File: src/rtl/keypad_pkg.sv
// Shared types and helpers for the keypad matrix scanner.
package keypad_pkg;

    typedef enum logic [1:0] {
        ST_IDLE,
        ST_PRESS_DB,
        ST_HELD,
        ST_RELEASE_DB
    } kp_state_t;

    typedef enum logic [1:0] {
        FR_NONE,
        FR_ONE,
        FR_MULTI
    } frame_kind_t;

    // Ceiling log2, never below 1 so that it can size a vector.
    function automatic int code_width(input int n);
        int w;
        w = 1;
        while ((1 << w) < n) w++;
        return w;
    endfunction

endpackage

File: src/rtl/keypad_debounce.sv
// Press/release debounce FSM with optional auto-repeat, advanced once per scan frame.
//   state         | meaning
//   ST_IDLE       | no key accepted, waiting for a single closed key
//   ST_PRESS_DB   | candidate seen, counting identical frames toward acceptance
//   ST_HELD       | key accepted, key_held high, repeat timer running
//   ST_RELEASE_DB | candidate gone, counting frames toward release
module keypad_debounce
    import keypad_pkg::*;
#(
    parameter int CODE_W       = 4,
    parameter int DEBOUNCE     = 4,
    parameter int REPEAT_DELAY = 0,
    parameter int REPEAT_RATE  = 8
) (
    input  logic              clk,
    input  logic              rst,
    input  logic              frame_done,
    input  logic [1:0]        frame_kind,
    input  logic [CODE_W-1:0] frame_code,
    output logic              key_valid,
    output logic [CODE_W-1:0] key_code,
    output logic              key_held,
    output logic              key_release
);

    localparam logic [15:0] DB_LOAD   = 16'(DEBOUNCE - 1);
    localparam logic [15:0] RPT_DELAY = 16'(REPEAT_DELAY);
    localparam logic [15:0] RPT_RATE  = 16'(REPEAT_RATE);
    localparam bit          DB_SINGLE = (DEBOUNCE <= 1);
    localparam bit          RPT_EN    = (REPEAT_DELAY != 0);

    kp_state_t         state;
    logic [CODE_W-1:0] cand;
    logic [15:0]       db_left;
    logic [15:0]       rpt_left;
    logic              is_one;
    logic              is_multi;
    logic              same;

    assign is_one   = (frame_kind == FR_ONE);
    assign is_multi = (frame_kind == FR_MULTI);
    assign same     = is_one && (frame_code == cand);

    // Down-counters terminate at 1 and are always reloaded there, so they never wrap.
    always_ff @(posedge clk or posedge rst) begin
        if (rst) begin
            state       <= ST_IDLE;
            cand        <= '0;
            db_left     <= '0;
            rpt_left    <= '0;
            key_valid   <= 1'b0;
            key_code    <= '0;
            key_held    <= 1'b0;
            key_release <= 1'b0;
        end else begin
            key_valid   <= 1'b0;
            key_release <= 1'b0;
            if (frame_done) begin
                case (state)
                    ST_IDLE: begin
                        if (is_one) begin
                            cand <= frame_code;
                            if (DB_SINGLE) begin
                                state     <= ST_HELD;
                                key_valid <= 1'b1;
                                key_code  <= frame_code;
                                key_held  <= 1'b1;
                                rpt_left  <= RPT_DELAY;
                            end else begin
                                state   <= ST_PRESS_DB;
                                db_left <= DB_LOAD;
                            end
                        end
                    end
                    ST_PRESS_DB: begin
                        if (same) begin
                            if (db_left <= 16'd1) begin
                                state     <= ST_HELD;
                                key_valid <= 1'b1;
                                key_code  <= cand;
                                key_held  <= 1'b1;
                                rpt_left  <= RPT_DELAY;
                            end else begin
                                db_left <= db_left - 16'd1;
                            end
                        end else if (is_one) begin
                            cand    <= frame_code;
                            db_left <= DB_LOAD;
                        end else begin
                            state <= ST_IDLE;
                        end
                    end
                    ST_HELD: begin
                        if (same || is_multi) begin
                            if (RPT_EN) begin
                                if (rpt_left <= 16'd1) begin
                                    key_valid <= 1'b1;
                                    rpt_left  <= RPT_RATE;
                                end else begin
                                    rpt_left <= rpt_left - 16'd1;
                                end
                            end
                        end else if (DB_SINGLE) begin
                            state       <= ST_IDLE;
                            key_release <= 1'b1;
                            key_held    <= 1'b0;
                        end else begin
                            state   <= ST_RELEASE_DB;
                            db_left <= DB_LOAD;
                        end
                    end
                    ST_RELEASE_DB: begin
                        if (same) begin
                            state <= ST_HELD;
                        end else if (!is_multi) begin
                            if (db_left <= 16'd1) begin
                                state       <= ST_IDLE;
                                key_release <= 1'b1;
                                key_held    <= 1'b0;
                            end else begin
                                db_left <= db_left - 16'd1;
                            end
                        end
                    end
                    default: state <= ST_IDLE;
                endcase
            end
        end
    end

endmodule

File: src/rtl/keypad_scanner.sv
// Matrix keypad scanner: column drive, row synchroniser, per-frame classifier feeding the debouncer.
module keypad_scanner
    import keypad_pkg::*;
#(
    parameter int  ROWS         = 4,
    parameter int  COLS         = 4,
    parameter int  SCAN_DIV     = 1000,
    parameter int  DEBOUNCE     = 4,
    parameter int  REPEAT_DELAY = 0,
    parameter int  REPEAT_RATE  = 8,
    localparam int CODE_W       = code_width(ROWS * COLS)
) (
    input  logic              clk,
    input  logic              rst,
    input  logic [ROWS-1:0]   row,
    output logic [COLS-1:0]   col,
    output logic              key_valid,
    output logic [CODE_W-1:0] key_code,
    output logic              key_held,
    output logic              key_release
);

    localparam int DIV_W = code_width(SCAN_DIV);
    localparam int COL_W = code_width(COLS);

    logic [DIV_W-1:0]  slot_cnt;
    logic [COL_W-1:0]  col_idx;
    logic              slot_last;
    logic [ROWS-1:0]   row_s1;
    logic [ROWS-1:0]   row_s2;
    logic              smp_p1;
    logic              smp_p2;
    logic [COL_W-1:0]  col_p1;
    logic [COL_W-1:0]  col_p2;
    logic [1:0]        acc_hits;
    logic [CODE_W-1:0] acc_code;
    logic [1:0]        col_hits;
    logic [CODE_W-1:0] hit_code;
    logic [2:0]        sum;
    logic [1:0]        total;
    logic [CODE_W-1:0] next_code;
    logic              frame_done;
    frame_kind_t       frame_kind;

    assign slot_last = (slot_cnt == DIV_W'(SCAN_DIV - 1));

    always_comb begin
        for (int c = 0; c < COLS; c++) col[c] = (col_idx != COL_W'(c));
    end

    // The slot-end row value needs two cycles to leave the synchroniser, so the
    // sample strobe and its column index ride a matching two-stage pipeline.
    always_ff @(posedge clk or posedge rst) begin
        if (rst) begin
            slot_cnt <= '0;
            col_idx  <= '0;
            row_s1   <= '1;
            row_s2   <= '1;
            smp_p1   <= 1'b0;
            smp_p2   <= 1'b0;
            col_p1   <= '0;
            col_p2   <= '0;
            acc_hits <= '0;
            acc_code <= '0;
        end else begin
            row_s1 <= row;
            row_s2 <= row_s1;
            smp_p1 <= slot_last;
            smp_p2 <= smp_p1;
            col_p1 <= col_idx;
            col_p2 <= col_p1;
            if (slot_last) begin
                slot_cnt <= '0;
                col_idx  <= (col_idx == COL_W'(COLS - 1)) ? '0 : col_idx + COL_W'(1);
            end else begin
                slot_cnt <= slot_cnt + DIV_W'(1);
            end
            if (smp_p2) begin
                if (frame_done) begin
                    acc_hits <= '0;
                    acc_code <= '0;
                end else begin
                    acc_hits <= total;
                    acc_code <= next_code;
                end
            end
        end
    end

    always_comb begin
        col_hits = 2'd0;
        hit_code = '0;
        for (int r = 0; r < ROWS; r++) begin
            if (!row_s2[r]) begin
                if (col_hits != 2'd2) col_hits = col_hits + 2'd1;
                hit_code = CODE_W'(r * COLS) + CODE_W'(col_p2);
            end
        end
        sum        = {1'b0, acc_hits} + {1'b0, col_hits};
        total      = (sum >= 3'd2) ? 2'd2 : sum[1:0];
        next_code  = (col_hits == 2'd1) ? hit_code : acc_code;
        frame_done = smp_p2 && (col_p2 == COL_W'(COLS - 1));
        frame_kind = (total == 2'd0) ? FR_NONE : ((total == 2'd1) ? FR_ONE : FR_MULTI);
    end

    keypad_debounce #(
        .CODE_W       (CODE_W),
        .DEBOUNCE     (DEBOUNCE),
        .REPEAT_DELAY (REPEAT_DELAY),
        .REPEAT_RATE  (REPEAT_RATE)
    ) u_debounce (
        .clk         (clk),
        .rst         (rst),
        .frame_done  (frame_done),
        .frame_kind  (frame_kind),
        .frame_code  (next_code),
        .key_valid   (key_valid),
        .key_code    (key_code),
        .key_held    (key_held),
        .key_release (key_release)
    );

endmodule

File: config.mk
export PLATFORM = sky130hd
export DESIGN_NAME = keypad_scanner
export DESIGN_NICKNAME = d
export VERILOG_FILES = /design/src/rtl/keypad_pkg.sv /design/src/rtl/keypad_debounce.sv /design/src/rtl/keypad_scanner.sv
export SDC_FILE = /design/constraint.sdc
export NUM_CORES = 1
export LEC_CHECK = 0
export CORE_UTILIZATION = 60
export CTS_CLUSTER_SIZE = 30
export DETAILED_ROUTE_END_ITERATION = 10
export GPL_TIMING_DRIVEN = 0
export PLACE_DENSITY_LB_ADDON = 0.15
export REMOVE_ABC_BUFFERS = 1
export SLEW_MARGIN = 20
export SYNTH_ARGS = -nofsm -noshare
export SYNTH_HDL_FRONTEND = slang
export SYNTH_SLANG_ARGS = --single-unit
File: constraint.sdc
create_clock -name clk -period 4.95 [get_ports clk]
set_input_delay 0.495 -clock clk [delete_from_list [all_inputs] [get_ports clk]]
set_output_delay 0.495 -clock clk [all_outputs]
set_load 0.005 [all_outputs]
# --- Word level (Yosys, flattened, before mapping) ---
# Cells that the tools add are included.
totals:
  regBits: 61
  in_bits: 6
  output_inout_bits: 11
  wordCells: 123
op_classes:
  n_addsub: 10
  order_cmp: 2
  n_eq_ne: 29
  mux: 52
  reduce_logical: 13
ops:
  columns: ["op", "count"]
  rows:
  - ["$mux 16", 6]
  - ["$pmux 16 s4", 1]
  - ["$mux 2", 20]
  - ["$mux 4", 7]
  - ["$ne 2x2->1 const B", 9]
  - ["$le 16x1->1 const B", 1]
  - ["$sub 16x1->16 const B", 1]
  - ["$mux 1", 14]
  - ["$reduce_and 7->1", 2]
  - ["$add 10x1->10 const B", 1]
  - ["$eq 10x10->1 const B", 1]
  - ["$eq 2x2->1 const B", 5]
  - ["$mux 10", 1]
  - ["$ne 2x1->1 const B", 5]
  - ["$ne 3x3->1 const B", 3]
  - ["$add 2x1->2 const B", 4]
  - ["$eq 2x1->1 const B", 4]
  - ["$pmux 2 s4", 1]
  - ["$pmux 4 s2", 1]
  - ["$reduce_and 4->1", 2]
  - ["$reduce_bool 2->1", 3]
  - ["$add 3x2->4 const A", 1]
  - ["$add 3x3->4 const A", 1]
  - ["$add 4x2->4 const A", 1]
  - ["other kinds (9)", 11]

# --- Logic depth before layout (Yosys ltp) ---
# Gate-level depths: netlist of the first run.
depth:
  ltp_word: 21
  mapped_depth: 16
  ltp_nobuf: 16

# --- Cells and area by module ---
# Synthesis of the first run repeated with hierarchy kept, for this count alone.
unflattened:
  hier_cells: 338
  area_unflattened_um2: 3359.5
by_module_without_submodules:
  columns: ["module", "instances", "cells_each", "area_per_inst_um2", "seq_area_each_um2"]
  rows:
  - ["keypad_debounce", 1, 189, 1795.5, 725.7]
  - ["keypad_scanner", 1, 149, 1564.0, 810.8]

# --- Worst setup path before layout of the first run ---
# OpenSTA, ideal clock, no wires.
synth_path:
  path_kind: "register -> register"
  startpoint: "reg row_s2[1]"
  endpoint: "reg u_debounce.db_left[6]"
  setup_ns: 0.087
  arrival_time_ns: 3.472
  required_time_ns: 4.863
  slack_ns: 1.391
  stages_incl_launch_ff: 16
  n_path_buf: 1
  synth_period_minus_slack_ns: 3.559
  cell_sequence: "dfstp_2 > inv_1 > ha_1 > mux2i_1 > ha_1 > nor2_1 > a21oi_1 > ha_1 > inv_1 > fa_1 > nand3_1 > or4b_1 > o41ai_2 > buf_4 > nand3_1 > o211ai_1"
synth_via:
  elab_chain_cells: 18
  word_cells_on_any_way: 33
  classes_between: "add/sub: 3; order compare: 1; eq/ne: 10; mux: 15; reduce/logical: 4"
synth_lines:
  columns: ["item", "line_no", "source"]
  rows:
  - ["from (decl)", "keypad_scanner.sv:30", "logic [ROWS-1:0] row_s2;"]
  - ["from (signal assigned)", "keypad_scanner.sv:67", "row_s2 <= row_s1;"]
  - ["$mux 2", "keypad_scanner.sv:94", "if (!row_s2[r]) begin"]
  - ["$add 2x1->2 / $ne 2x2->1 (equally long branches)", "keypad_scanner.sv:95", "if (col_hits != 2'd2) col_hits = col_hits + 2'd1;"]
  - ["$mux 2", "keypad_scanner.sv:95", null]
  - ["$mux 2", "keypad_scanner.sv:94", null]
  - ["$add 2x1->2 / $ne 2x2->1 (equally long branches)", "keypad_scanner.sv:95", null]
  - ["$mux 2", "keypad_scanner.sv:95", null]
  - ["$mux 2", "keypad_scanner.sv:94", null]
  - ["$add 2x2->3", "keypad_scanner.sv:99", "sum = {1'b0, acc_hits} + {1'b0, col_hits};"]
  - ["$ge 3x2->1", "keypad_scanner.sv:100", "total = (sum >= 3'd2) ? 2'd2 : sum[1:0];"]
  - ["$mux 2", "keypad_scanner.sv:100", null]
  - ["$eq 2x1->1", "keypad_scanner.sv:103", "frame_kind = (total == 2'd0) ? FR_NONE : ((total == 2'd1) ? FR_ONE : FR_MULTI);"]
  - ["$mux 2 (2 in series)", "keypad_scanner.sv:103", null]
  - ["$eq 2x1->1", "keypad_debounce.sv:40", "assign is_one = (frame_kind == FR_ONE);"]
  - ["$logic_and 1x1->1", "keypad_debounce.sv:42", "assign same = is_one && (frame_code == cand);"]
  - ["$logic_or 1x1->1", "keypad_debounce.sv:94", "if (same || is_multi) begin"]
  - ["$ne 2x2->1 (no line)", null, null]
  - ["$reduce_and 4->1 (no line)", null, null]
  - ["to (signal assigned)", "keypad_debounce.sv:84", "db_left <= db_left - 16'd1;"]
  - ["to (signal assigned)", "keypad_debounce.sv:121", "db_left <= db_left - 16'd1;"]
  - ["to (decl)", "keypad_debounce.sv:34", "logic [15:0] db_left;"]
# Parallel ways exist; a longest one is shown, timed or not.
# A chain may end at the register's enable or synchronous reset.

# --- Final worst setup path of the first run ---
layout_path:
  startpoint: "reg row_s2[1]"
  endpoint: "reg u_debounce.db_left[10]"
# Same word-level chain as after synthesis.

==> results of run 1 <==
power breakdown:
| group | leakage, nW | internal [mW] | total [mW] | switching [mW] |
|---|---|---|---|---|
| Clock | 0.126 | 0.363 | 0.566 | 0.203 |
| Sequential | 0.810 | 0.504 | 0.509 | 0.00410 |
| Combinational | 0.732 | 0.0228 | 0.0658 | 0.0430 |
through the flow:
| step | worst slack [ns] | hold slack (ns) | area (sq um) | instances | util (%) |
|---|---|---|---|---|---|
| final | 0.4957 | 0.3472 | 3846 | 424 | 73.44 |
| after global placement | 0.5725 | 0.3315 | 3547 | 407 | 67.73 |
| after floorplan | 1.138 | 0.3312 | 3299 | 321 | - |
| after CTS | 0.4066 | 0.3478 | 3835 | 424 | 73.22 |
| after detailed placement | 0.4775 | 0.3347 | 3577 | 408 | 68.30 |
| after global routing | 0.04063 | 0.3486 | 3846 | 424 | 73.44 |
worst max-delay path: stages, from the launching register on:
cell,delay [ns]
dfstp_2,0.60
inv_1,0.08
ha_1,0.30
mux2i_1,0.21
ha_1,0.23
nor2_1,0.06
a21oi_1,0.14
ha_1,0.17
inv_1,0.05
fa_1,0.53
nand3_1,0.23
nor3_1,0.45
nand4_1,0.56
nand3_1,0.57
a22o_1,0.22
area by class of cell:
type | count | area (sq um)
sequential | 61 | 1536
inverter | 22 | 85.08
multi-input combinational | 238 | 1692
timing repair buffer | 17 | 187.7
clock inverter | 5 | 106.4
clock buffer | 11 | 151.4
tap | 70 | 87.58
fill | 356 | 1391
cell usage in the layout, fill, tap and decap left out, types with 3 or more instances in the layout:
master and instances:
mux2_2 3, clkbuf_8 11, nand4_1 6, clkdlybuf4s50_1 16, bufinv_16 3, or4_1 3, dfstp_2 8, ha_1 12
a21oi_1 11, and3_1 4, dfrtp_1 53, xnor2_1 6, xor2_1 3, and2_1 3, nor2_1 21, or3_1 6
nand3_1 18, mux2_1 4, nor4_1 3, o211ai_1 5, nand2_1 26, inv_1 20, mux2i_1 8, o21ai_0 17
o31ai_1 7, nand4b_1 3, a22o_1 13, nor3_1 12
routing by layer:
metal | routed length (um) | track usage [%]
met1 | 3343 | 35.71
met3 | 346 | 4.762
met2 | 3233 | 40.27
met4 | 116 | 11.35
met5 | 0 | 0
flip-flops by register name, summed over array words and instances (netlist names), 2 cells and up, named ones only:
signal	count
u_debounce.cand	4
col_p2	2
col_idx	2
row_s1	4
row_s2	4
u_debounce.db_left	16
acc_hits	2
col_p1	2
u_debounce.key_code	4
slot_cnt	10
acc_code	4
cells by family after synthesis:
family                   Yosys count
AND/OR/NAND/NOR                  118
multiplexers                      15
XOR/XNOR                           9
adder cells (fa/ha/maj)           13
buffers and inverters             32
flip-flops                        61
AO/OA/AOI/OAI                     83
path summary, 6_finish.rpt:
kind                           start                     end  slack, ns  cells past startpoint
max                        row_s2[1]  u_debounce.db_left[10]       0.50                     14
max reg2reg                row_s2[1]  u_debounce.db_left[10]       0.50                     14
min reg2reg                col_p1[1]               col_p2[1]       0.35                      0
max in group asynchronous        rst               row_s2[1]       4.03                      3
min in group asynchronous        rst             slot_cnt[1]       0.40                      2
min                        col_p1[1]               col_p2[1]       0.35                      0
==> metrics.md, run 1 <==
| Metric | Value |
|---|---|
| Status | finished clean |
| Unique masters post-synth | 66 |
| H-tree depth | 3 |
| Yosys top cell area share | 39.48% |
| DR vias/cell | 6.269 |
| List of most frequent post-synthesis cells | 53 x dfrtp_1, 26 x nand2_1, 21 x inv_1, 21 x nor2_1, 18 x nand3_1 |
| Synth Area in XOR/XNOR | 2.346% |
| Final GP Congestion | 0.8153 |
| Largest family of logic cells by synthesized area | simple AND/OR/NAND/NOR gates |
| CP Class | reg2reg |
| Register bit total from synthesis | 61 |
| Netlist Area Pre-Place | 0.003359 sq mm |
| Dominant cell by count in the synthesized netlist | dfrtp_1 |
| Area growth syn-to-layout | 14.49% |
| Hold WC Path Type | reg2reg |
| RSZ-0062 raised after global routing | no |
| Clock skew | 0.007712 ns |
| Max Buffers Root-to-Sink | 2 |
| Yosys Warn Count | 0 |
| Area leader, netlist | dfrtp_1 |
| Port Buffers | 16 |
| Crit. End Element | flop |
| Area contributors post-synth | dfrtp_1 39%, dfstp_2 6.3%, ha_1 4.5%, a22o_1 3.4%, nand2_1 2.9% |
| Total GRT Usage | 26.01% |
| First-pass GRT wire length | 12100 um |
| Pin slew with the least headroom to its limit | 0.7540 ns |
| Layout cells sized above 1 | 11.58% |
| Power Total | 1.140 mW |
| Nets | 368 |
| Grt total ovfl | 0 |
| Drt drc | 0 |
| Worst skew pair latency | 0.34 ns |
| # IOs | 17 |
| WL final | 7040 um |
| Routed len/inst | 16.60 um |
| Vias | 2658 |
| Simple-Gate Fraction of Synth Area | 19.44% |
| Post-cts resize count | 0 |
| Leakage | 1.668 nW |
| Largest net degree at the start of global routing | 53 |
| CTS Sinks | 61 |
| Top_reg_cell synth | dfrtp_1 |
| Initial core utilization | 64.14% |
| Final setup violation count | 0 |
| CTS root buf | clkbuf_8 |
| Max Slew Vio Count | 0 |
| Initial antenna violation count | 0 |
| Final hold violations | 0 |
| DRT Pass-1 Iters | 5 |
| Mux contribution to synthesized area | 4.730% |
| Setup Total Neg Slack | 0 ns |
| Worst setup SP type | flop |
| Mapped Avg Cell Area | 10.15 sq um |
| Worst-path clk slew | 0.07 ns |
| Number of DRC markers in iteration 0 | 394 |
| Max Freq | 0.2245 GHz |
| Async set-or-reset flop fraction in the synthesized netlist | 100.0% |
| Compound-Gate Fraction of Synth Area | 18.44% |
| CTS tree | built |
| Syn Inst Count | 331 |
| Final period util | 89.99% |
| Post-DP HPWL | 4797 um |
| Die area | 0.005902 sq mm |
| Rows | 26 |
| Postcts setup bufs | 0 |
| Peak supply drop | 0.0002268 V |
| Data arrival, critical path | 4.73 ns |
| Die H | 76.83 um |
| Die X | 76.83 um |
| Core region area | 0.005238 sq mm |
| Pwr dens | 296.5 mW/mm^2 |
| Hold buffer count at CTS | 0 |
| Req. time, crit path | 5.23 ns |
| Sequential share of the synthesized area | 45.74% |
| Final min period | 4.454 ns |
| Synth Area in Adders | 5.065% |
| Max-Cap Viols | 0 |
| Ant diodes | 0 |
| Vias in the first global route | 2557 |
| Post-synth EDFFs | 0 |
| Headroom to the max-slew limit | 49.56% |
| Crit path max fanout | 13 |
| Total CTS buffers | 9 |
| Antenna Nets Post-Route | 0 |
No activity file was read; power rests on OpenSTA's default activity.
==> run 2, diff against run 1 <==
CORE_UTILIZATION = 62   (was 60)
CTS_BUF_LIST = sky130_fd_sc_hd__clkbuf_2   (was default)
==> run 2 against run 1 <==
Maximum frequency up 0.18%; register-to-register slack barely moved; highest routed layer unchanged; clock power shrank 28%; setup slack better by 0.0082 ns.
==> metrics.md, run 2 (synthesis results as in run 1) <==
| Metric | Value |
|---|---|
| Status | finished clean |
| Worst path slowest cell | dfstp_2 |
| Die X | 75.61 um (-1.6%) |
| Grt total ovfl | 0 (unchanged) |
| Final setup violation count | 0 (unchanged) |
| Area growth syn-to-layout | 11.55% |
| Register area | 0.001536 sq mm (unchanged) |
| Die H | 75.61 um (-1.6%) |
| Hold endpoint | row_s2[3] |
| Worst setup SP type | flop |
| WL final | 6807 um (-3.3%) |
| Rows | 26 (unchanged) |
| Crit. End Element | flop |
| Hold WC Path Type | reg2reg |
| Port Buffers | 16 (unchanged) |
| Vias | 2609 (-1.8%) |
| Crit path top cell by count | ha_1 |
| Max-Cap Viols | 0 (unchanged) |
| Worst R2R Path Depth | 14 (unchanged) |
| CP startpoint | row_s2[1] |
| First-pass GRT wire length | 11280 um (-6.7%) |
| Die area | 0.005717 sq mm (-3.1%) |
| Layout cells sized above 1 | 11.30% (-0.28 points) |
| Commonest non-fill, non-tap cell in the layout | dfrtp_1 |
| Headroom to the max-slew limit | 49.91% (+0.35 points) |
| Worst-path clk slew | 0.17 ns (+0.10 ns) |
| Final hold violations | 0 (unchanged) |
| Post-cts resize count | 0 (unchanged) |
| Total CTS buffers | 9 (unchanged) |
| Pwr dens | 261.0 mW/mm^2 (-12%) |
| Multi-input gate area | 0.001692 sq mm (unchanged) |
| Vias in the first global route | 2422 (-5.3%) |
| Antenna Nets Post-Route | 0 (unchanged) |
| Nets | 368 (unchanged) |
| Reg2reg start | row_s2[1] |
| Final period util | 89.82% (-0.16 points) |
| CTS tree | built |
| Pin slew with the least headroom to its limit | 0.7487 ns (-0.005223 ns) |
| CTS Sinks | 61 (unchanged) |
| RSZ-0062 raised after global routing | no |
| DRT Pass-1 Iters | 7 (+2) |
| Biggest regs | u_debounce.db_left x16, slot_cnt x10 |
| Worst R2R End | u_debounce.db_left[10] |
| Total GRT Usage | 27.26% (+1.2 points) |
| Final min period | 4.446 ns (-0.008163 ns) |
| Worst slack, placed | 0.5253 ns (+0.04773 ns) |
| Postcts setup bufs | 0 (unchanged) |
| CTS root buf | clkbuf_2 |
| Initial antenna violation count | 0 (unchanged) |
| Most frequent cells in the layout | 53 x dfrtp_1, 26 x nand2_1, 21 x nor2_1 |
| Initial core utilization | 64.95% (+0.81 points) |
| R2R setup slack | 0.50 ns (about the same) |
| Post-DP HPWL | 4662 um (-2.8%) |
| Setup Total Neg Slack | 0 ns (unchanged) |
| Final instance area | 0.003747 sq mm (-2.6%) |
| Req. time, crit path | 5.37 ns (+0.14 ns) |
| Ant diodes | 0 (unchanged) |
| Data arrival, critical path | 4.87 ns (+0.14 ns) |
| Leakage | 1.628 nW (-2.4%) |
| H-tree depth | 3 (unchanged) |
| Drt drc | 0 (unchanged) |
| # IOs | 17 (unchanged) |
| Hold Startpoint | row_s1[3] |
| CP cell instances | inv_1, ha_1, mux2i_1, ha_1, nor2_1, a21oi_1, ha_1, inv_1, fa_1, nand3_1, nor3_1, nand4_1, nand3_1, a22o_1 |
| Hold buffer count at CTS | 0 (unchanged) |
| Filler cells | 347 (-2.5%) |
| Max Slew Vio Count | 0 (unchanged) |
| Largest register FFs | 16 (unchanged) |
| Max Freq | 0.2249 GHz (+0.18%) |
| CP Class | reg2reg |
| Crit path max fanout | 13 (unchanged) |
| Clock skew | 0.01618 ns (+0.008470 ns) |
| Register name with the most flops | u_debounce.db_left |
| Setup WS post-layout | 0.5039 ns (+0.008163 ns) |
| Worst skew pair latency | 0.49 ns (+0.15 ns) |
| Number of DRC markers in iteration 0 | 313 (-21%) |
| Largest net degree at the start of global routing | 62 (+17%) |
| Routed len/inst | 16.05 um (-3.3%) |
| Core region area | 0.005172 sq mm (-1.2%) |
| DP Area | 0.003577 sq mm (unchanged) |
| DR vias/cell | 6.153 (-1.8%) |
| Final GP Congestion | 0.8801 (+7.9%) |
| Worst hold margin | 0.3621 ns (+0.01490 ns) |
| Peak supply drop | 0.0002507 V (+11%) |
| Crit path largest cell delay | 0.62 ns (+0.02 ns) |
| Hold Path Stages | 0 (unchanged) |
| Max Buffers Root-to-Sink | 2 (unchanged) |
## run 2: worst max-delay path by stage
stage                             end  slack, ns
6_report       u_debounce.db_left[10]       0.50
5_1_grt        u_debounce.db_left[10]       0.12
4_1_cts         u_debounce.db_left[6]       0.41
3_5_place_dp    u_debounce.db_left[6]       0.53
3_3_place_gp    u_debounce.db_left[3]       0.53
2_1_floorplan   u_debounce.db_left[3]       1.14
## run 2: per-layer routing
metal	share of wire (%)	GRT usage [%]
met1	47	37.64
met2	44	40.08
met3	6.7	7.804
met4	1.4	12.55
met5	0	0
## run 2: worst max-delay path, delay by kind of cell (launching register included)
family          cells  cell delay [ns]
compound gates      2             0.35
fa+ha+maj           4             1.20
buf+inv             2             0.12
flops               1             0.62
mux                 1             0.21
simple gates        5             1.88
## run 2: power by group
part	internal [mW]	switching [mW]	total, mW	leakage [nW]
Sequential	0.505	0.00370	0.509	0.810
Clock	0.215	0.190	0.405	0.0856
Combinational	0.0227	0.0417	0.0644	0.732
Total	0.742	0.236	0.978	1.63
## run 2: through the flow
step | std cells | util (%) | power (mW)
global placement | 407 | 68.58 | 0.5763
floorplan | 321 | - | 0.5611
finish | 424 | 72.45 | 0.9780
global route | 424 | 72.45 | 1.014
detailed placement | 408 | 69.16 | 0.5809
CTS | 424 | 72.23 | 0.9867
## run 2: final cells by class
type,count,share of cell area [%]
clock buffer,9,1.202
clock inverter,7,3.038
inverter,22,2.270
multi-input combinational,238,45.14
sequential,61,41.00
tap,70,2.337
timing repair buffer,17,5.008
==> RTL change (flow settings as in run 2) <==
Change the parameter `SCAN_DIV` from 1000 to 2000.
--- a/src/rtl/keypad_scanner.sv
+++ b/src/rtl/keypad_scanner.sv
@@ -6,3 +6,3 @@
     parameter int  COLS         = 4,
-    parameter int  SCAN_DIV     = 1000,
+    parameter int  SCAN_DIV     = 2000,
     parameter int  DEBOUNCE     = 4,
Behaviour: same outputs for any inputs over 10 cycles, from zero or initial values and one cycle with rst high; that may be too few to reach the edited logic, so the function may still have changed.
==> RTL change against run 2 <==
Fmax is 1.2% lower; routed wire length is 0.21% lower; combinational power is 24% higher; power is 8.0% lower; cell count is 2.1% higher; count of clock-buffer cells in the layout is 2 higher; final area hardly changed; synthesized area is 1.7% higher; sequential cell count is 1 higher; worst setup slack worse by 53 ps; via count is 0.11% lower.
==> RTL change: results (changes against run 2) <==
[power]
total_power_mw=0.900  ; -8.0%
p_clk_share_pct=33.7  ; -7.7 points
p_switching_mw=0.243  ; +3.2%

[finish]
register_area_mm2=0.00156  ; +1.6%
final_util_pct=72.0  ; -0.43 points
fill_cells=396  ; +14%
multi_input_cells=245  ; +2.9%
clock_buffer_count=11  ; +2
inv_count=23  ; +4.5%
nNetsFinal=377  ; +2.4%
clock_cell_area_share_pct=2.80  ; -1.4 points

[timing]
hold_ws_ps=225  ; -137 ps
max_slew_margin_pct=38.6  ; -11 points

[synthesis]
synthMuxAreaShare_pct=4.14  ; -0.59 points
yosys-top-cells-area=dfrtp_1 40%, dfstp_2 6.2%, ha_1 4.4%
avgSynthCellArea_um2=10.0  ; -1.3%
synth_common_cells=54 x dfrtp_1, 35 x nand2_1, 34 x nor2_1

[routing]
vias=2606  ; -0.11%
wl_met3_um=357  ; -22%
drt_wl_total_um=6790  ; -0.21%
drt_first_iter_violations=249  ; -20%
met2_length_um=3180  ; +5.0%
drt_first_pass_iters=4  ; -3

[setup_path]
ff2ff_setup_slack_ps=450  ; -50 ps

[global_route]
grt_max_degree=56  ; -9.7%
grt.met1_usage_pct=36.9  ; -0.79 points
grtUsageMet3_pct=4.07  ; -3.7 points
grt_pass1_vias=2528  ; +4.4%

[status]
outcome=finished clean

[placement]
dp_slack_ps=525  ; +0.0780 ps

[clock_network]
clkTransAtPathRegs_ps=190  ; +20 ps

## RTL change: worst max-delay path: stages, from the launching register on
cell and delay (ps):
dfstp_2 600, inv_1 60, ha_1 310, mux2i_1 220, ha_1 190, nor2_1 50, a21oi_1 130, ha_1 160
inv_1 50, fa_1 520, nand3_1 200, a21oi_1 270, o311ai_4 260, nor3_2 800, o21ai_1 290, o32ai_1 320
## RTL change: how the worst max path moves through the flow
stage | start | endpoint | slack, ps
4_1_cts | row_s2[0] | u_debounce.db_left[2] | 520
2_1_floorplan | row_s2[0] | u_debounce.db_left[2] | 1170
3_5_place_dp | row_s2[0] | u_debounce.db_left[2] | 530
3_3_place_gp | row_s2[0] | u_debounce.db_left[2] | 600
6_report | row_s2[0] | u_debounce.db_left[2] | 450
5_1_grt | row_s2[0] | u_debounce.db_left[2] | 210
